==> src/rtl/dadda_pkg.sv <==
// Shared constants for the 16x16 Dadda multiplier: sizes, stage height targets,
// latency (2 when DADDA_IN_REG_EN is defined, else 1) and the tree layout tables.
package dadda_pkg;

    localparam int WIDTH   = 16;
    localparam int PROD_W  = 2 * WIDTH;
    localparam int N_STAGE = 6;
    localparam int DADDA_D [N_STAGE] = '{32'sd13, 32'sd9, 32'sd6, 32'sd4, 32'sd3, 32'sd2};

`ifdef DADDA_IN_REG_EN
    localparam int LATENCY = 2;
`else
    localparam int LATENCY = 1;
`endif

    localparam int TAB_HEIGHT = 0;
    localparam int TAB_FA     = 1;
    localparam int TAB_HA     = 2;
    localparam int TAB_OFF    = 3;

    // [stage][column] -> height, adder counts used leaving that stage, or bit offset
    typedef logic [N_STAGE:0][PROD_W-1:0][11:0] tab_t;

    // Walks the Dadda reduction column by column; carries produced in column c-1
    // count against column c's budget in the same stage.
    function automatic tab_t dadda_tab(input int sel);
        tab_t t;
        int   h  [PROD_W];
        int   nh [PROD_W];
        int   cin;
        int   ex;
        int   nfa;
        int   nha;
        int   off;
        t = '0;
        for (int c = 0; c < PROD_W; c++) begin
            h[c] = (c < WIDTH) ? c + 1 : ((c < PROD_W - 1) ? PROD_W - 1 - c : 0);
        end
        for (int s = 0; s <= N_STAGE; s++) begin
            cin = 0;
            off = 0;
            for (int c = 0; c < PROD_W; c++) begin
                nfa = 0;
                nha = 0;
                if (s < N_STAGE) begin
                    ex = h[c] + cin - DADDA_D[s];
                    if (ex > 0) begin
                        nfa = ex / 2;
                        nha = ex % 2;
                    end
                end
                case (sel)
                    TAB_HEIGHT: t[s][c] = 12'(h[c]);
                    TAB_FA:     t[s][c] = 12'(nfa);
                    TAB_HA:     t[s][c] = 12'(nha);
                    default:    t[s][c] = 12'(off);
                endcase
                off   = off + h[c];
                nh[c] = h[c] - 2 * nfa - nha + cin;
                cin   = nfa + nha;
            end
            h = nh;
        end
        return t;
    endfunction

endpackage

==> src/rtl/dadda_fa.sv <==
// One-bit full adder; tie cin to 0 to use it as a half adder.
module dadda_fa (
    input  logic a,
    input  logic b,
    input  logic cin,
    output logic sum,
    output logic cout
);
    assign sum  = a ^ b ^ cin;
    assign cout = (a & b) | (cin & (a ^ b));
endmodule

==> src/rtl/dadda_16_core.sv <==
// 16x16 unsigned Dadda multiplier with a registered 33-bit result.
// Define DADDA_IN_REG_EN to register the operands as well (latency 2 instead of 1).
module dadda_16_core
    import dadda_pkg::*;
#(
    parameter int WIDTH  = dadda_pkg::WIDTH,
    parameter int PROD_W = dadda_pkg::PROD_W
) (
    input  logic              clk,
    input  logic              rst,
    input  logic [WIDTH-1:0]  in1,
    input  logic [WIDTH-1:0]  in2,
    output logic [PROD_W-1:0] out,
    output logic              overflow
);

    localparam tab_t HT  = dadda_tab(TAB_HEIGHT);
    localparam tab_t FA  = dadda_tab(TAB_FA);
    localparam tab_t HA  = dadda_tab(TAB_HA);
    localparam tab_t OFF = dadda_tab(TAB_OFF);

    logic [WIDTH-1:0]  a_s;
    logic [WIDTH-1:0]  b_s;
    logic [PROD_W-1:0] row_a_s;
    logic [PROD_W-1:0] row_b_s;
    logic [PROD_W:0]   sum_s;

`ifdef DADDA_IN_REG_EN
    logic [WIDTH-1:0] a_r;
    logic [WIDTH-1:0] b_r;

    // Operand capture ahead of the tree
    always_ff @(posedge clk) begin
        if (rst) begin
            a_r <= '0;
            b_r <= '0;
        end else begin
            a_r <= in1;
            b_r <= in2;
        end
    end

    assign a_s = a_r;
    assign b_s = b_r;
`else
    assign a_s = in1;
    assign b_s = in2;
`endif

    // Each stage packs its columns back to back: sums, pass-throughs, then carries in.
    for (genvar s = 0; s <= N_STAGE; s++) begin : g_st
        localparam int SW = int'(OFF[s][PROD_W-1]) + int'(HT[s][PROD_W-1]);
        logic [SW-1:0] bits_s;

        if (s == 0) begin : g_pp
            for (genvar i = 0; i < WIDTH; i++) begin : g_i
                for (genvar j = 0; j < WIDTH; j++) begin : g_j
                    localparam int C = i + j;
                    localparam int K = i - ((C > WIDTH - 1) ? C - (WIDTH - 1) : 0);
                    assign bits_s[int'(OFF[0][C]) + K] = a_s[i] & b_s[j];
                end
            end
        end else begin : g_red
            for (genvar c = 0; c < PROD_W; c++) begin : g_col
                localparam int P   = s - 1;
                localparam int H   = int'(HT[P][c]);
                localparam int NF  = int'(FA[P][c]);
                localparam int NH  = int'(HA[P][c]);
                localparam int NP  = H - 3 * NF - 2 * NH;
                localparam int SRC = int'(OFF[P][c]);
                localparam int DST = int'(OFF[s][c]);
                localparam int CN  = (c < PROD_W - 1) ? c + 1 : c;
                localparam int CDST = int'(OFF[s][CN]) + int'(HT[P][CN])
                                    - 2 * int'(FA[P][CN]) - int'(HA[P][CN]);

                for (genvar f = 0; f < NF; f++) begin : g_fa
                    dadda_fa u_fa (
                        .a    (g_st[P].bits_s[SRC + 3 * f]),
                        .b    (g_st[P].bits_s[SRC + 3 * f + 1]),
                        .cin  (g_st[P].bits_s[SRC + 3 * f + 2]),
                        .sum  (bits_s[DST + f]),
                        .cout (bits_s[CDST + f])
                    );
                end

                for (genvar g = 0; g < NH; g++) begin : g_ha
                    dadda_fa u_ha (
                        .a    (g_st[P].bits_s[SRC + 3 * NF + 2 * g]),
                        .b    (g_st[P].bits_s[SRC + 3 * NF + 2 * g + 1]),
                        .cin  (1'b0),
                        .sum  (bits_s[DST + NF + g]),
                        .cout (bits_s[CDST + NF + g])
                    );
                end

                for (genvar q = 0; q < NP; q++) begin : g_pass
                    assign bits_s[DST + NF + NH + q] = g_st[P].bits_s[SRC + 3 * NF + 2 * NH + q];
                end
            end
        end
    end

    // Final stage has at most two bits per column; empty slots read as zero.
    for (genvar c = 0; c < PROD_W; c++) begin : g_rows
        localparam int H6 = int'(HT[N_STAGE][c]);
        localparam int O6 = int'(OFF[N_STAGE][c]);
        if (H6 >= 1) begin : g_a
            assign row_a_s[c] = g_st[N_STAGE].bits_s[O6];
        end else begin : g_a0
            assign row_a_s[c] = 1'b0;
        end
        if (H6 >= 2) begin : g_b
            assign row_b_s[c] = g_st[N_STAGE].bits_s[O6 + 1];
        end else begin : g_b0
            assign row_b_s[c] = 1'b0;
        end
    end

    assign sum_s = {1'b0, row_a_s} + {1'b0, row_b_s};

    // Result register; the adder carry-out lands in overflow
    always_ff @(posedge clk) begin
        if (rst) begin
            out      <= '0;
            overflow <= 1'b0;
        end else begin
            out      <= sum_s[PROD_W-1:0];
            overflow <= sum_s[PROD_W];
        end
    end

endmodule

==> config.mk <==
export PLATFORM = sky130hd
export DESIGN_NAME = dadda_16_core
export DESIGN_NICKNAME = d
export VERILOG_FILES = /design/src/rtl/dadda_pkg.sv /design/src/rtl/dadda_fa.sv /design/src/rtl/dadda_16_core.sv
export SDC_FILE = /design/constraint.sdc
export NUM_CORES = 1
export LEC_CHECK = 0
export BUFFER_PORTS_ARGS = -buffer_cell sky130_fd_sc_hd__buf_2
export CAP_MARGIN = 25
export CORE_MARGIN = 5
export CORE_UTILIZATION = 40
export DETAILED_ROUTE_END_ITERATION = 8
export PLACE_DENSITY = 0.54
export SYNTH_ARGS = -nofsm -noshare
export SYNTH_HDL_FRONTEND = slang
export SYNTH_SLANG_ARGS = --single-unit
export TNS_END_PERCENT = 10
==> constraint.sdc <==
create_clock -name clk -period 7.45 [get_ports clk]
set_input_delay 1.1175 -clock clk [delete_from_list [all_inputs] [get_ports clk]]
set_output_delay 1.1175 -clock clk [all_outputs]
set_load 0.02 [all_outputs]
==> results_dict.tcl, run 1 <==
set metrics [dict create \
    largest_register_ffs 32 \
    cp-end-kind "flip-flop" \
    gpl.final_weighted_congestion 0.878 \
    clkSinkCount 32 \
    synth-async-reset-ratio 0 \
    min_path_type "in -> reg" \
    htree_levels 2 \
    tightest_slew_ps 615 \
    routed_wl_um 23300 \
    slew_headroom 0.590 \
    avgSynthCellArea_um2 8.64 \
    met3_length_um 724 \
    pre_cts_ws_ps 526 \
    maxUsedRoutingLayer "met4" \
    synth_ff_type "dfxtp_1" \
    postSynthCellCount 1012 \
    cp_max_fo 16 \
    crit_family "adder cells" \
    core_area_um2 21700 \
    regMostFlops "out" \
    cts_buffer_depth 2 \
    fillCellCount 2212 \
    path_clk_slew_ps 60 \
    cts_tree "done" \
    wl_met2_um 12300 \
    fin_crit_ps 6650 \
    synth_cell_types 52 \
    dp_hpwl_um 18200 \
    buffer_ports.inserted 65 \
    slowest_stage "fa_1" \
    crit_buf_inv 4 \
    synth_enable_flop_cells 0 \
    grt_first_pass_wirelength_um 39400 \
    rsz0062_at_grt "false" \
    timing.critical_path.mode_cell "fa_1" \
    gr-total-overflow 0 \
    fmax_mhz 150 \
    fp.dieH_um 158 \
    hold_depth 2 \
    syn_area_um2 8740 \
    multi_input_area_um2 7100 \
    initial_utilization 0.403 \
    cts_hold_buf 0 \
    drc 0 \
    worstHoldStart "rst" \
    critPathRequiredTime_ps 7620 \
    cts_buffers 5 \
    die_area_um2 24900 \
    postRouteAntennaNets 0 \
    seqCellArea_um2 641 \
    path_cells "buf_2, nand2_1, fa_1, fa_1, fa_1, inv_1, fa_1, inv_1, fa_1, fa_1, inv_1, ha_1, nand2_1, o21ai_0, a31oi_1, o21ai_0, nor3_1, a211oi_1, mux2_2" \
    antenna_found_initial 0 \
    finalCritPeriodShare 0.892 \
    largestRegisters "out x32" \
    drt_iter0_markers 274 \
    grt_pass1_vias 7319 \
    root_buffer "clkbuf_16" \
    crit_arrival_ps 6820 \
    final-setup-viol-count 0 \
    ys_seq_area_frac 0.0733 \
    rows 54 \
    syn2layout_area_growth_pct 7.77 \
    yosysWarnings 0 \
    max_stage_delay_ps 580 \
    synth_seq_cells 32 \
    setup_slack_ps 802 \
    wl_met1_um 9860 \
    ios 67 \
    setup_tns_ps 0 \
    wl_per_cell_um 17.6 \
    crit_path_start_kind "input pin" \
    hold_violations 0 \
    syn_nets 1287 \
    drv_cap 0 \
    via_per_inst 4.98 \
    die-width_um 158 \
    drv_slew 0 \
    status "finished, final reports clean" \
    drive_above_1_share 0.0870 \
    post_cts_resized 0 \
    firstDrtPassIters 4 \
    holdPathEnd "out[19]$_SDFF_PP0_" \
    grt_max_degree 34 \
    via_count 6601 \
    n_antenna_cell 0 \
    final_nets 1320 \
    grt.total_usage 0.203 \
    crit_type "in -> reg" \
    post_cts_buffers 0 \
]
layer usage:
| metal | global-route usage | up-vias |
|---|---|---|
| met5 | 0 | - |
| met4 | 0.0340 | 0 |
| met3 | 0.0197 | 28 |
| met2 | 0.375 | 110 |
| met1 | 0.262 | 3387 |
| li1 | - | 3076 |
cell families after synthesis:
group,count (synthesis),synth area share
compound gates,104,0.0824
xor+xnor,15,0.0150
fa+ha+maj,241,0.513
buf+inv,264,0.114
flops,32,0.0733
mux,3,0.00429
other cells,1,0.000429
simple gates,352,0.197
cell usage in the layout (no fill, tap or decap), types with 3 or more instances in the layout:
master,n
xnor2_1,7
a211oi_1,6
a21o_1,18
dfxtp_1,32
nand2_1,153
nor2_1,36
nor3_1,11
fa_1,196
clkbuf_16,5
o21ai_0,12
inv_1,223
ha_1,45
buf_2,65
and3_1,6
xor2_1,8
nor4_1,3
a211oi_2,3
nand3_1,5
a21oi_1,29
o21ai_1,5
nor2b_1,9
and2_1,117
nand4_1,5
o21bai_1,3
o21a_1,6
cell usage after synthesis, drive strengths merged (6+ instances only):
master / n / area [um^2]
clkbuf: 38 / 143
xor2: 8 / 70.1
a211oi: 9 / 82.6
o21ai: 19 / 103
o21a: 6 / 45.0
nor3: 12 / 65.1
fa: 196 / 3920
inv: 223 / 837
and3: 6 / 37.5
a21oi: 30 / 154
ha: 45 / 563
xnor2: 7 / 61.3
nor2: 36 / 135
nand2: 153 / 574
dfxtp: 32 / 641
and2: 117 / 732
nor2b: 9 / 56.3
a21o: 19 / 144
nand3: 6 / 35.0
how the worst max path moves through the flow:
stage | startpoint | endpoint | slack [ps] | cells after the start
after global routing | in1[6] | out[26]$_SDFF_PP0_ | 430 | 20
after floorplan | in2[13] | out[26]$_SDFF_PP0_ | 920 | 20
final | in1[7] | out[26]$_SDFF_PP0_ | 800 | 19
after global placement | in1[7] | out[26]$_SDFF_PP0_ | 600 | 19
after detailed placement | in1[7] | out[26]$_SDFF_PP0_ | 530 | 19
after CTS | in1[7] | out[26]$_SDFF_PP0_ | 780 | 19
cell type report:
cell class                      instances  share of cell area
Multi-Input combinational cell        716               0.754
Clock buffer                            6              0.0147
Timing Repair Buffer                   67              0.0361
Inverter                              223              0.0888
Sequential cell                        32              0.0680
Clock inverter                          2             0.00106
Tap cell                              280              0.0372
through the flow:
step                utilization  cells  instance area (um^2)  hold slack [ps]
detailed placement        0.428   1318                  9270             1530
finish                    0.434   1326                  9420             1340
floorplan                     -   1012                  8740             1260
global placement          0.428   1318                  9270             1530
global route              0.434   1326                  9420             1380
CTS                       0.434   1326                  9420             1340
Power of run 1 is left out: the tool's default activity adds up to more than one toggle a clock period on the data nets, which glitch-free logic cannot reach.
==> run 2: changes to the inputs <==
CORE_UTILIZATION = 64   (was 40)
CTS_BUF_LIST = sky130_fd_sc_hd__clkbuf_8   (was unset)
PLACE_DENSITY = 0.81   (was 0.54)
==> results_dict.tcl, run 2 (same netlist as run 1, synthesis figures left out) <==
set metrics [dict create \
    drive_above_1_share 0.0852 \
    hold_violations 0 \
    fillCellCount 1068 \
    timing.critical_path.mode_cell "fa_1" \
    slowest_stage "fa_1" \
    layout_common_cells "inv_1, fa_1, nand2_1" \
    fmax_mhz 150 \
    grt_first_pass_wirelength_um 36800 \
    post_cts_buffers 0 \
    dp_hpwl_um 16800 \
    regMostFlops "out" \
    fin_crit_ps 6680 \
    drt_iter0_markers 366 \
    setup_slack_ps 775 \
    n_antenna_cell 0 \
    grt.total_usage 0.286 \
    grt_pass1_vias 7574 \
    drv_slew 0 \
    routed_wl_um 21400 \
    via_per_inst 5.64 \
    htree_levels 2 \
    met3_length_um 1260 \
    final_common_cell "inv_1" \
    setup_tns_ps 0 \
    root_buffer "clkbuf_8" \
    fp.dieH_um 127 \
    core_area_um2 13300 \
    path_clk_slew_ps 60 \
    die-width_um 127 \
    rsz0062_at_grt "false" \
    slew_headroom 0.606 \
    crit_family "adder cells" \
    buffer_ports.inserted 65 \
    antenna_found_initial 0 \
    cts_hold_buf 0 \
    maxUsedRoutingLayer "met4" \
    cts_buffer_depth 2 \
    wl_per_cell_um 17.5 \
    post_cts_resized 0 \
    gr-total-overflow 0 \
    hold_depth 2 \
    grt_max_degree 34 \
    crit_type "in -> reg" \
    status "finished, final reports clean" \
    firstDrtPassIters 6 \
    initial_utilization 0.658 \
    rows 42 \
    crit_buf_inv 4 \
    largestRegisters "out x32" \
    tightest_slew_ps 591 \
    cts_tree "done" \
    clkSinkCount 32 \
    ios 67 \
    crit_arrival_ps 6850 \
    syn2layout_area_growth_pct 5.47 \
    path_cells "buf_2, nand2_1, fa_1, fa_1, fa_1, inv_1, fa_1, inv_1, fa_1, fa_1, inv_1, ha_1, nand2_1, o21ai_0, a31oi_1, o21ai_0, nor3_1, a211oi_1, mux2_2" \
    worstHoldStart "in1[0]" \
    finalCritPeriodShare 0.896 \
    wl_met2_um 11200 \
    drv_cap 0 \
    cts_buffers 5 \
    via_count 6883 \
    pre_cts_ws_ps 576 \
    wl_met1_um 8140 \
    final-setup-viol-count 0 \
    final_nets 1320 \
    holdPathEnd "out[0]$_SDFF_PP0_" \
    placedCellCount 1214 \
    critPathRequiredTime_ps 7630 \
    drc 0 \
    die_area_um2 16100 \
    crit_path_start_kind "input pin" \
    postRouteAntennaNets 0 \
    max_stage_delay_ps 580 \
    min_path_type "in -> reg" \
    largest_register_ffs 32 \
    cp_max_fo 16 \
    instances_no_fill 1221 \
    gpl.final_weighted_congestion 0.934 \
    cp-end-kind "flip-flop" \
]
[run 2: through the flow]
step	util	hold slack, ps	cell area, um^2
global placement	0.688	1530	9140
finish	0.693	1270	9220
CTS	0.693	1260	9220
floorplan	-	1260	8740
detailed placement	0.688	1530	9140
global route	0.693	1280	9220
[run 2: layer usage]
layer / vias to the layer above / track usage
li1: 3074 / -
met2: 278 / 0.514
met3: 68 / 0.0429
met1: 3463 / 0.352
met4: 0 / 0.103
met5: - / 0
[run 2: worst max-delay path by stage]
stage / startpoint / endpoint / slack, ps / cells after the start
CTS: in1[7] / out[26]$_SDFF_PP0_ / 850 / 19
finish: in1[7] / out[26]$_SDFF_PP0_ / 770 / 19
global placement: in2[10] / out[26]$_SDFF_PP0_ / 630 / 20
floorplan: in2[13] / out[26]$_SDFF_PP0_ / 920 / 20
global route: in2[14] / out[29]$_SDFF_PP0_ / 490 / 20
detailed placement: in1[7] / out[26]$_SDFF_PP0_ / 580 / 19
[run 2: final cells by class]
cell class / instances / area, um^2 / area share
clock buffers: 5 / 68.8 / 0.00746
clock inverters: 2 / 8.76 / 0.000950
inverters: 223 / 837 / 0.0908
multi-input cells: 716 / 7100 / 0.771
flip-flops and latches: 32 / 641 / 0.0695
well taps: 176 / 220 / 0.0239
repair buffers: 67 / 340 / 0.0369
Power of run 2 is left out for the same reason.
